$ cat src/rtl/spi_slave.sv
// SPI mode-0 slave with 8/32-bit frames, a tx shadow register and back-to-back framing.
// Optional overrun detection is compiled in with `define SPI_SLAVE_OVR_EN.
module spi_slave (
  input  logic        clk,
  input  logic        rst,
  input  logic        word,
  input  logic [31:0] dataTx,
  input  logic        txLoad,
  output logic        txEmpty,
  output logic [31:0] dataRx,
  output logic        rxValid,
  input  logic        rxAck,
  output logic        ovr,
  input  logic        SS_n,
  input  logic        SCLK,
  input  logic        MOSI,
  output logic        MISO,
  output logic        MISO_oe,
  output logic [1:0]  dbg_state
);

  typedef enum logic [1:0] {
    IDLE  = 2'd0,
    LOAD  = 2'd1,
    SHIFT = 2'd2
  } state_t;

  state_t      state, state_nxt;

  logic [1:0]  ss_sync, sclk_sync, mosi_sync;
  logic        ss_d, sclk_d;
  logic        ss_s, sclk_s, mosi_s;
  logic        ss_fall, sclk_rise, sclk_fall;

  logic [4:0]  bit_cnt;
  logic [4:0]  last_idx;
  logic [31:0] tx_sr, rx_sr, rx_next;
  logic [31:0] tx_shadow;
  logic        tx_empty;
  logic        word_q;
  logic [31:0] data_rx;
  logic        rx_valid;

  logic        load_frame, sample, shift_out, frame_done, reload;

  // Wire order is LSByte first, MSbit first within each byte; swapping bytes
  // lets both shift registers run plain MSB-first.
  function automatic logic [31:0] bswap(input logic [31:0] d);
    return {d[7:0], d[15:8], d[23:16], d[31:24]};
  endfunction

  // SS resets low in the synchronizer so that a select held low across reset
  // is not mistaken for a fresh falling edge.
  always_ff @(posedge clk or negedge rst) begin
    if (!rst) begin
      ss_sync   <= 2'b00;
      sclk_sync <= 2'b00;
      mosi_sync <= 2'b00;
      ss_d      <= 1'b0;
      sclk_d    <= 1'b0;
    end else begin
      ss_sync   <= {ss_sync[0], SS_n};
      sclk_sync <= {sclk_sync[0], SCLK};
      mosi_sync <= {mosi_sync[0], MOSI};
      ss_d      <= ss_sync[1];
      sclk_d    <= sclk_sync[1];
    end
  end

  assign ss_s      = ss_sync[1];
  assign sclk_s    = sclk_sync[1];
  assign mosi_s    = mosi_sync[1];
  assign ss_fall   = ss_d & ~ss_s;
  assign sclk_rise = sclk_s & ~sclk_d;
  assign sclk_fall = ~sclk_s & sclk_d;

  always_ff @(posedge clk or negedge rst) begin
    if (!rst) state <= IDLE;
    else      state <= state_nxt;
  end

  always_comb begin
    state_nxt  = state;
    load_frame = 1'b0;
    case (state)
      IDLE:    if (ss_fall) state_nxt = LOAD;
      LOAD: begin
        load_frame = 1'b1;
        state_nxt  = SHIFT;
      end
      SHIFT:   if (ss_s) state_nxt = IDLE;
      default: state_nxt = IDLE;
    endcase
  end

  assign last_idx   = word_q ? 5'd31 : 5'd7;
  assign sample     = (state == SHIFT) && !ss_s && sclk_rise;
  assign frame_done = sample && (bit_cnt == last_idx);
  // The falling edge that closes the last bit must not shift the freshly
  // reloaded register, hence no shifting while the counter sits at zero.
  assign shift_out  = (state == SHIFT) && !ss_s && sclk_fall && (bit_cnt != 5'd0);
  assign reload     = load_frame || frame_done;
  assign rx_next    = {rx_sr[30:0], mosi_s};

  always_ff @(posedge clk or negedge rst) begin
    if (!rst) begin
      bit_cnt   <= 5'd0;
      tx_sr     <= 32'hFFFF_FFFF;
      rx_sr     <= 32'h0;
      word_q    <= 1'b0;
      data_rx   <= 32'h0;
      rx_valid  <= 1'b0;
      tx_shadow <= 32'h0;
      tx_empty  <= 1'b1;
    end else begin
      rx_valid <= frame_done;
      if (frame_done)
        data_rx <= word_q ? bswap(rx_next) : {24'h0, rx_next[7:0]};

      if (state == IDLE || reload) bit_cnt <= 5'd0;
      else if (sample)             bit_cnt <= bit_cnt + 5'd1;

      if (sample) rx_sr <= rx_next;

      if (reload) begin
        word_q <= word;
        tx_sr  <= tx_empty ? 32'hFFFF_FFFF : bswap(tx_shadow);
      end else if (shift_out) begin
        tx_sr  <= {tx_sr[30:0], 1'b1};
      end

      // A load coinciding with a reload lands in the shadow for the next frame.
      if (txLoad) begin
        tx_shadow <= dataTx;
        tx_empty  <= 1'b0;
      end else if (reload) begin
        tx_empty  <= 1'b1;
      end
    end
  end

`ifdef SPI_SLAVE_OVR_EN
  logic unread, ovr_q;

  always_ff @(posedge clk or negedge rst) begin
    if (!rst) begin
      unread <= 1'b0;
      ovr_q  <= 1'b0;
    end else if (rx_valid) begin
      unread <= 1'b1;
      if (unread && !rxAck) ovr_q <= 1'b1;
    end else if (rxAck) begin
      unread <= 1'b0;
    end
  end

  assign ovr = ovr_q;
`else
  logic unused_rx_ack;
  assign unused_rx_ack = rxAck;
  assign ovr           = 1'b0;
`endif

  assign txEmpty   = tx_empty;
  assign dataRx    = data_rx;
  assign rxValid   = rx_valid;
  assign MISO      = (state == IDLE) ? 1'b1 : tx_sr[31];
  assign MISO_oe   = (state != IDLE);
  assign dbg_state = state;

endmodule
$ cat config.mk
export PLATFORM = sky130hd
export DESIGN_NAME = spi_slave
export DESIGN_NICKNAME = d
export VERILOG_FILES = /design/src/rtl/spi_slave.sv
export SDC_FILE = /design/constraint.sdc
export NUM_CORES = 1
export LEC_CHECK = 0
export CAP_MARGIN = 20
export CORE_MARGIN = 4
export CORE_UTILIZATION = 40
export CTS_CLUSTER_DIAMETER = 200
export CTS_CLUSTER_SIZE = 40
export DETAILED_ROUTE_END_ITERATION = 10
export PLACE_DENSITY = 0.64
export SETUP_SLACK_MARGIN = 0.4
export SLEW_MARGIN = 20
export SYNTH_ARGS = -nofsm -noshare
export SYNTH_HDL_FRONTEND = slang
export SYNTH_SLANG_ARGS = --single-unit
$ cat constraint.sdc
create_clock -name clk -period 3.27 [get_ports clk]
set_input_delay 0.654 -clock clk [delete_from_list [all_inputs] [get_ports clk]]
set_output_delay 0.654 -clock clk [all_outputs]
set_load 0.01 [all_outputs]
==> results of run 1 <==
## metrics by stage
| step | power [mW] | setup WS, ns | instances | utilization | hold slack [ns] |
|---|---|---|---|---|---|
| finish | 4.60 | 0.718 | 741 | 0.505 | 0.218 |
| global placement | 2.87 | 0.888 | 709 | 0.470 | 0.341 |
| global route | 4.84 | 0.595 | 741 | 0.505 | 0.248 |
| detailed placement | 2.89 | 0.778 | 709 | 0.470 | 0.343 |
| CTS | 4.68 | 0.676 | 741 | 0.505 | 0.221 |
| floorplan | 2.67 | 1.28 | 460 | - | 0.331 |
## worst min path at each step
stage	from	to	slack [ns]	cells after the start
final	rst	tx_shadow[4]$_DFFE_PN0P_	0.22	1
after global routing	rst	tx_shadow[4]$_DFFE_PN0P_	0.25	1
after CTS	rst	tx_shadow[4]$_DFFE_PN0P_	0.22	1
after detailed placement	sclk_sync[0]$_DFF_PN0_	sclk_sync[1]$_DFF_PN0_	0.34	0
after global placement	sclk_sync[0]$_DFF_PN0_	sclk_sync[1]$_DFF_PN0_	0.34	0
after floorplan	mosi_sync[0]$_DFF_PN0_	mosi_sync[1]$_DFF_PN0_	0.33	0
## where the power goes
| group | internal (mW) | switching, mW | total [mW] | leakage, nW |
|---|---|---|---|---|
| Combinational | 0.295 | 0.268 | 0.563 | 1.34 |
| Sequential | 2.15 | 0.135 | 2.29 | 1.81 |
| Clock | 1.08 | 0.678 | 1.76 | 0.269 |
| Total | 3.52 | 1.08 | 4.60 | 3.42 |
## layer usage
metal	track usage	wire length, microns	up-vias
met3	0.0500	583	14
met1	0.166	5010	1767
met5	0	0	-
li1	-	-	1713
met4	0.0537	152	0
met2	0.218	5320	74
## logic make-up (layout without fill, tap and decap cells)
group           Yosys count  count (layout)  share of synthesized area
compound gates            2               2                    0.00283
xor+xnor                  4               4                    0.00566
fa+ha+maj                 2               2                    0.00404
buf+inv                  54             147                     0.0406
flops                   145             145                      0.593
mux                     168             168                      0.288
other cells               1               1                   0.000606
simple gates             84              84                     0.0657
## critical path: stages, from the launching register on
cell             delay, ns
dfrtp_1               0.47
or2_2                 0.36
nand2b_1              0.08
clkdlybuf4s50_1       0.58
## flip-flops by register name (all words and copies together), names as in the netlist
register / count
ss_d: 1
tx_shadow: 32
sclk_d: 1
rx_sr: 31
tx_sr: 32
bit_cnt: 5
txEmpty: 1
dataRx: 32
ss_sync: 2
dbg_state: 2
rxValid: 1
mosi_sync: 2
word_q: 1
sclk_sync: 2
## placed cells by master (no fill, tap or decap), types with 4 or more instances in the layout
cell type          n
dfrtp_1          112
buf_4             10
mux2i_1           88
clkinv_2           6
nand2_1           28
mux2_2            72
nor3b_1            5
clkbuf_1           6
xnor2_1            4
mux2_1             8
nor2_1            33
clkdlybuf4s50_1   75
clkbuf_16         17
dfstp_2           33
inv_1             28
## cell type report
| cell class | instances | area (sq um) | area share |
|---|---|---|---|
| clock buffers | 25 | 475 | 0.0619 |
| clock inverters | 7 | 60.1 | 0.00782 |
| inverters | 28 | 105 | 0.0137 |
| multi-input cells | 261 | 2280 | 0.297 |
| flip-flops and latches | 145 | 3670 | 0.478 |
| well taps | 188 | 235 | 0.0306 |
| repair buffers | 87 | 857 | 0.112 |
==> reports/results.ini, run 1 <==
[run_status]
status = complete, no violations

[logic_synthesis]
yosysMostFrequentCell = dfrtp_1
synthTopCellsByCount = dfrtp_1, mux2i_1, mux2_2, dfstp_2, nor2_1
yosys_warnings = 0
yosysSeqAreaShare = 0.593
syn_inst = 460
netlist_top_cells_area = dfrtp_1, mux2i_1, dfstp_2, mux2_2, nor2_1
synth_flop_cell = dfrtp_1
synth_edf_count = 0
yosysUniqueCellTypes = 32
synth_top_area_cell = dfrtp_1
syn_area_sq_um = 6190
ys_seq_elements = 145
async_reset_ff_frac = 1.00
synth_top_area_frac = 0.453
syn_avg_cell_area_sq_um = 13.5
syn-num-nets = 502

[sta]
hold_viol = 0
drv_slew = 0
finalSetupTns_ns = 0
timing.fmax_ghz = 0.392
fin_crit_ns = 2.55
setup_viol = 0
finalClockSkew_ns = 0.00573
maxSlewHeadroom = 0.598
worst_pin_slew_ns = 0.603
finalCritPeriodShare = 0.780
rsz0062_at_grt = no

[critical_path]
reg2reg_depth = 5
arrival_ns = 1.90
r2r-end = dataRx[19]$_DFFE_PN0P_
rrSetupSlack_ns = 0.78
crit_start = dbg_state[1]$_DFFE_PN0P_
end_kind = primary output
rr_startpoint = dbg_state[1]$_DFFE_PN0P_
crit_end = MISO
cp-start-kind = flop
required_ns = 2.62
crit_type = reg -> out
cp_max_fo = 10

[placement]
dp_hpwl_microns = 7330
placed_cell_area_sq_um = 7150
io_buffers = 76
routabilityCongestion = 0.781

[routing]
detail_route.first_pass.iterations = 4
drc = 0
wl_microns = 11100
viasPerCell = 4.82
ant_nets = 0
post_drt_wl_per_cell_microns = 14.9
drt_iter0_drc = 153
num_vias = 3568

[power_and_ir_drop]
leakagePower_nw = 3.42
p_per_area_nw_per_um2 = 599
peakVddDrop_mv = 0.403

[cts]
cts_setup_buffers = 0
cts_resized = 0
path_clk_slew_ns = 0.06
cts_buffer_depth = 2
cts_tree = done
cts_sinks = 145
cts_hold_buf = 0
cts_buffers = 17
htree_levels = 4
clk_latency_ns = 0.41
root_buffer = clkbuf_16

[floorplan]
rows = 45
io_pins = 79
dieWidth_microns = 132
start_util = 0.407
dieArea_sq_um = 17500
dieHeight_microns = 132
core_area_sq_um = 15200

[global_routing]
grt_max_degree = 63
grt_first_pass_wirelength_microns = 19000
grt.total_usage = 0.135
antenna_found_initial = 0
grt_pass1_vias = 3906
grt_overflow = 0

[final_layout]
synthToLayoutAreaGrowth_pct = 24.1
design_area_sq_um = 7680
antenna_cells = 0
fillers = 1347
drive_gt1_frac = 0.271
nNetsFinal = 582

[hold_path]
hp-class = in -> async

[flow_run]
max_cap_viol_count = 0

(Power assumes the default switching activity.)
==> run 2: changes to the inputs <==
--- a/config.mk
+++ b/config.mk
@@ -11,7 +11,7 @@
 export CTS_CLUSTER_DIAMETER = 200
 export CTS_CLUSTER_SIZE = 40
 export DETAILED_ROUTE_END_ITERATION = 10
-export PLACE_DENSITY = 0.64
+export PLACE_DENSITY = 0.66
 export SETUP_SLACK_MARGIN = 0.4
 export SLEW_MARGIN = 20
 export SYNTH_ARGS = -nofsm -noshare
==> constraint.sdc (replaced) <==
create_clock -name clk -period 2.1 [get_ports clk]
set_input_delay 0.42 -clock clk [delete_from_list [all_inputs] [get_ports clk]]
set_output_delay 0.42 -clock clk [all_outputs]
set_load 0.01 [all_outputs]
==> reports/results.ini, run 2 (synthesis gave the netlist of run 1 again) <==
[floorplan]
io_pins = 79  ; unchanged
start_util = 0.407  ; unchanged
dieArea_sq_um = 17500  ; unchanged
dieHeight_microns = 132  ; unchanged
rows = 45  ; unchanged
dieWidth_microns = 132  ; unchanged
core_area_sq_um = 15200  ; unchanged

[cts]
cts_tree = done  ; unchanged
clk_latency_ns = 0.42  ; was 0.41 ns
cts_sinks = 145  ; unchanged
root_buffer = clkbuf_16  ; unchanged
htree_levels = 4  ; unchanged
path_clk_slew_ns = 0.06  ; about the same
cts_buffers = 17  ; unchanged
cts_buffer_depth = 2  ; unchanged

[critical_path]
required_ns = 2.43  ; was 2.62 ns
cp_max_fo = 8  ; was 10
critPathBufInv = 4  ; was 1
crit_family = simple AND/OR/NAND/NOR gates  ; was buffers and inverters
rrSetupSlack_ns = 0.13  ; was 0.78 ns
cp_slowest_cell = or3b_4  ; was clkdlybuf4s50_1
crit_start = dbg_state[1]$_DFFE_PN0P_  ; unchanged
r2r-end = tx_sr[22]$_DFFE_PN1P_  ; was dataRx[19]$_DFFE_PN0P_
arrival_ns = 2.31  ; was 1.90 ns
cp-start-kind = flop  ; unchanged
crit_chain = buf_6, or3b_4, nor4b_4, buf_6, buf_12, buf_16, mux2i_4, mux2i_1  ; was or2_2, nand2b_1, clkdlybuf4s50_1
cp.depth = 8  ; was 3
cpMostUsedCell = buf_6
crit_type = reg -> reg  ; was reg -> out
crit_end = tx_sr[22]$_DFFE_PN1P_  ; was MISO
reg2reg_depth = 8  ; was 5
slowest_delay_ns = 0.41  ; was 0.58 ns
rr_startpoint = dbg_state[1]$_DFFE_PN0P_  ; unchanged
end_kind = flop  ; was primary output

[final_layout]
drive_gt1_frac = 0.364  ; was 0.271
post-route-util = 0.566  ; was 0.505
synthToLayoutAreaGrowth_pct = 38.9  ; was 24.1%
final_cell_mix = dfrtp_1, mux2i_1, mux2_2  ; was dfrtp_1, mux2i_1, clkdlybuf4s50_1
layout_commonest_cell = dfrtp_1  ; unchanged
antenna_cells = 0  ; unchanged
nNetsFinal = 623  ; was 582
fillers = 1238  ; was 1,347

[flow_run]
max_cap_viol_count = 0  ; unchanged

[routing]
drc = 0  ; unchanged
num_vias = 3842  ; was 3,568
ant_nets = 0  ; unchanged
wl_met3_microns = 527  ; was 583 microns
drt-met1-wl_microns = 5640  ; was 5010 microns
post_drt_wl_per_cell_microns = 16.7  ; was 14.9 microns
viasPerCell = 4.91  ; was 4.82
route.met2.wl_microns = 6620  ; was 5320 microns
drt_iter0_drc = 144  ; was 153
wl_microns = 13100  ; was 11,100 microns
detail_route.first_pass.iterations = 4  ; unchanged
top_layer = met4  ; unchanged

[placement]
routabilityCongestion = 0.741  ; was 0.781
dp_hpwl_microns = 7340  ; was 7330 microns
io_buffers = 76  ; unchanged

[global_routing]
antenna_found_initial = 0  ; unchanged
grt_pass1_vias = 4130  ; was 3,906
grt_max_degree = 51  ; was 63
grt_overflow = 0  ; unchanged
grt_first_pass_wirelength_microns = 20800  ; was 19,000 microns
grt.total_usage = 0.149  ; was 0.135

[sta]
timing.fmax_ghz = 0.506
finalSetupTns_ns = 0  ; unchanged
setup_viol = 0  ; unchanged
finalCritPeriodShare = 0.940
drv_slew = 0  ; unchanged
finalClockSkew_ns = 0.00812  ; was 0.00573 ns
hold_viol = 0  ; unchanged
fin_crit_ns = 1.97
rsz0062_at_grt = yes  ; was no

[power_and_ir_drop]
peakVddDrop_mv = 0.758  ; was 0.403 mV
p_per_area_nw_per_um2 = 877  ; was 599 nW/um^2
leakagePower_nw = 4.10  ; was 3.42 nW

[hold_path]
hp-class = reg -> reg  ; was in -> async

[run_status]
status = complete, no violations  ; unchanged

==> run 2: cell count changes in the layout (fill, tap and decap cells not counted), sizes merged <==
cell,change
dlygate4sd2,+34
buf,+38
clkbuf,+8
dlygate4sd3,+1
dlymetal6s2s,+1
clkdlybuf4s50,-38
clkinv,-3
==> run 2: timing repair <==
action	4_1_cts	5_1_grt
cloned	7	5
hold buffers	1	0
buffers inserted	17	9
setup endpoints to repair	102	102
endpoints found under the hold margin	35	0
pin swaps	4	7
gates resized for setup	58	65
==> run 2: final cells by class <==
type	count	area [sq um]	share of cell area
sequential	145	3670	0.427
multi-input combinational	261	2490	0.289
timing repair buffer	128	1510	0.175
clock buffer	28	547	0.0636
tap	188	235	0.0274
inverter	28	105	0.0122
clock inverter	4	45.0	0.00524
==> run 2: worst reg2reg max path: cells and delay by family (launching register included) <==
family | cells | cell delay [ns]
buffers and inverters | 4 | 0.50
AND/OR/NAND/NOR | 2 | 0.68
multiplexers | 2 | 0.34
flip-flops | 1 | 0.37
==> run 2: power breakdown <==
part	switching, mW	internal, mW
Combinational	0.459	0.548
Clock	1.08	1.88
Sequential	0.225	3.35
==> run 2: metal layers <==
| layer | up-vias | track usage |
|---|---|---|
| met5 | - | 0 |
| met4 | 0 | 0.0664 |
| met2 | 84 | 0.242 |
| li1 | 1803 | - |
| met1 | 1933 | 0.189 |
| met3 | 22 | 0.0374 |
==> run 2: worst min-delay path by stage <==
stage,startpoint,end,slack [ns],cells after the start
after detailed placement,ss_sync[0]$_DFF_PN0_,ss_sync[1]$_DFF_PN0_,0.34,0
after global placement,ss_sync[0]$_DFF_PN0_,ss_sync[1]$_DFF_PN0_,0.34,0
after floorplan,rst,bit_cnt[0]$_DFFE_PN0P_,0.12,0
after CTS,ss_sync[0]$_DFF_PN0_,ss_sync[1]$_DFF_PN0_,0.35,0
after global routing,sclk_sync[0]$_DFF_PN0_,sclk_sync[1]$_DFF_PN0_,0.35,0
final,sclk_sync[0]$_DFF_PN0_,sclk_sync[1]$_DFF_PN0_,0.35,0
==> run 2: stage by stage <==
step / total power, mW / area (sq um) / std cells / setup slack [ns] / hold slack, ns
finish: 7.54 / 8600 / 782 / 0.126 / 0.348
global route: 7.88 / 8600 / 782 / 0.0273 / 0.352
CTS: 7.54 / 8190 / 768 / 0.134 / 0.350
detailed placement: 4.52 / 7230 / 711 / 0.0624 / 0.337
global placement: 4.46 / 7230 / 711 / 0.122 / 0.336
floorplan: 4.16 / 6210 / 460 / 0.248 / 0.124
==> run 3: changes to the inputs <==
--- a/config.mk
+++ b/config.mk
@@ -12,6 +12,7 @@
 export CTS_CLUSTER_SIZE = 40
 export DETAILED_ROUTE_END_ITERATION = 10
 export PLACE_DENSITY = 0.66
+export REMOVE_ABC_BUFFERS = 1
 export SETUP_SLACK_MARGIN = 0.4
 export SLEW_MARGIN = 20
 export SYNTH_ARGS = -nofsm -noshare
==> reports/results.ini, run 3 (synthesis gave the netlist of run 1 again) <==
[critical_path]
cp-start-kind = flop  ; unchanged
rrSetupSlack_ns = 0.23  ; was 0.13 ns
arrival_ns = 2.20  ; was 2.31 ns
end_kind = flop  ; unchanged
crit_type = reg -> reg  ; unchanged
required_ns = 2.43  ; about the same
cp_max_fo = 8  ; unchanged

[sta]
timing.fmax_ghz = 0.535  ; was 0.506 GHz
hold_viol = 0  ; unchanged
fin_ws_ns = 0.232  ; was 0.126 ns
finalClockSkew_ns = 0.00697  ; was 0.00812 ns
finalCritPeriodShare = 0.890  ; was 0.940
fin_crit_ns = 1.87  ; was 1.97 ns
rsz0062_at_grt = yes  ; unchanged
drv_slew = 0  ; unchanged
setup_viol = 0  ; unchanged
finalSetupTns_ns = 0  ; unchanged

[power_and_ir_drop]
p_per_area_nw_per_um2 = 906  ; was 877 nW/um^2
leakagePower_nw = 3.81  ; was 4.10 nW
peakVddDrop_mv = 0.550  ; was 0.758 mV

[placement]
dpl_worst_slack_ns = 0.164  ; was 0.0624 ns
routabilityCongestion = 0.739  ; was 0.741
io_buffers = 76  ; unchanged
dp_hpwl_microns = 7170  ; was 7340 microns

[routing]
wl_microns = 12200  ; was 13,100 microns
detail_route.first_pass.iterations = 4  ; unchanged
post_drt_wl_per_cell_microns = 16.0  ; was 16.7 microns
num_vias = 3715  ; was 3,842
viasPerCell = 4.87  ; was 4.91
drt_iter0_drc = 174  ; was 144
drc = 0  ; unchanged
ant_nets = 0  ; unchanged

[final_layout]
drive_gt1_frac = 0.339  ; was 0.364
nNetsFinal = 604  ; was 623
fillers = 1295  ; was 1,238
synthToLayoutAreaGrowth_pct = 32.2  ; was 38.9%
antenna_cells = 0  ; unchanged
layout_commonest_cell = dfrtp_1  ; unchanged
final_cell_mix = dfrtp_1, mux2i_1, mux2_2  ; unchanged

[run_status]
status = complete, no violations  ; unchanged

[cts]
clk_latency_ns = 0.42  ; about the same
path_clk_slew_ns = 0.06  ; about the same
cts_buffers = 17  ; unchanged
root_buffer = clkbuf_16  ; unchanged
cts_tree = done  ; unchanged
htree_levels = 4  ; unchanged
cts_buffer_depth = 2  ; unchanged
cts_sinks = 145  ; unchanged

[floorplan]
io_pins = 79  ; unchanged
start_util = 0.407  ; unchanged
dieArea_sq_um = 17500  ; unchanged
dieHeight_microns = 132  ; unchanged
dieWidth_microns = 132  ; unchanged
rows = 45  ; unchanged
core_area_sq_um = 15200  ; unchanged

[global_routing]
antenna_found_initial = 0  ; unchanged
grt_pass1_vias = 4050  ; was 4,130
grt.total_usage = 0.143  ; was 0.149
grt_max_degree = 61  ; was 51
grt_overflow = 0  ; unchanged
grt_first_pass_wirelength_microns = 20300  ; was 20,800 microns

[flow_run]
max_cap_viol_count = 0  ; unchanged

[hold_path]
hp-class = reg -> reg  ; unchanged

[run 3: worst paths after layout]
check,from,endpoint,cells after the start
worst max register to register,ss_sync[1]$_DFF_PN0_,tx_sr[18]$_DFFE_PN1P_,6
worst max-delay path,ss_sync[1]$_DFF_PN0_,tx_sr[18]$_DFFE_PN1P_,6
worst min-delay path,ss_sync[0]$_DFF_PN0_,ss_sync[1]$_DFF_PN0_,0
min in group asynchronous,rst,tx_shadow[2]$_DFFE_PN0P_,2
worst min register to register,ss_sync[0]$_DFF_PN0_,ss_sync[1]$_DFF_PN0_,0
max in group asynchronous,rst,dataRx[12]$_DFFE_PN0P_,3
[run 3: cell type report]
| cell class | instances | area, sq um | share of cell area |
|---|---|---|---|
| sequential | 145 | 3670 | 0.448 |
| multi-input combinational | 261 | 2370 | 0.290 |
| timing repair buffer | 109 | 1230 | 0.150 |
| clock buffer | 20 | 467 | 0.0570 |
| tap | 188 | 235 | 0.0287 |
| clock inverter | 12 | 108 | 0.0131 |
| inverter | 28 | 105 | 0.0128 |
[run 3: repair_timing]
| action | CTS | global route |
|---|---|---|
| gates resized for setup | 56 | 30 |
| hold endpoints to repair | 21 | 0 |
| hold buffers | 1 | 0 |
| pin swaps | 2 | 5 |
| setup buffers | 4 | 5 |
| setup endpoints to repair | 112 | 73 |
| cloned | 3 | 5 |
[run 3: per-stage QoR]
step,cell area (sq um),hold slack [ns],total power [mW],cells,utilization
2_1_floorplan,6040,0.124,4.13,434,-
4_1_cts,7930,0.351,7.48,753,0.521
6_report,8180,0.350,7.41,763,0.538
3_3_place_gp,7240,0.333,4.46,713,0.476
5_1_grt,8180,0.353,7.80,763,0.538
3_5_place_dp,7240,0.336,4.53,713,0.476
[run 3: per-layer routing]
| layer | part of all wire | global-route usage | wire [microns] | up-vias |
|---|---|---|---|---|
| met5 | 0 | 0 | 0 | - |
| met1 | 0.47 | 0.184 | 5710 | 1874 |
| met4 | 0.013 | 0.0473 | 155 | 0 |
| met2 | 0.49 | 0.233 | 5970 | 61 |
| li1 | - | - | - | 1765 |
| met3 | 0.033 | 0.0405 | 405 | 15 |
[run 3: power by group]
group | switching, mW | internal, mW | leakage [nW]
Clock | 1.17 | 1.72 | 0.267
Combinational | 0.448 | 0.507 | 1.73
Sequential | 0.219 | 3.35 | 1.81
[run 3: worst max-delay path, stage by stage (launching register included)]
cell and delay, ns:
dfrtp_1 0.39, or3b_4 0.45, nor4b_4 0.28, buf_6 0.19, buf_12 0.15, mux2i_2 0.21
mux2i_1 0.11
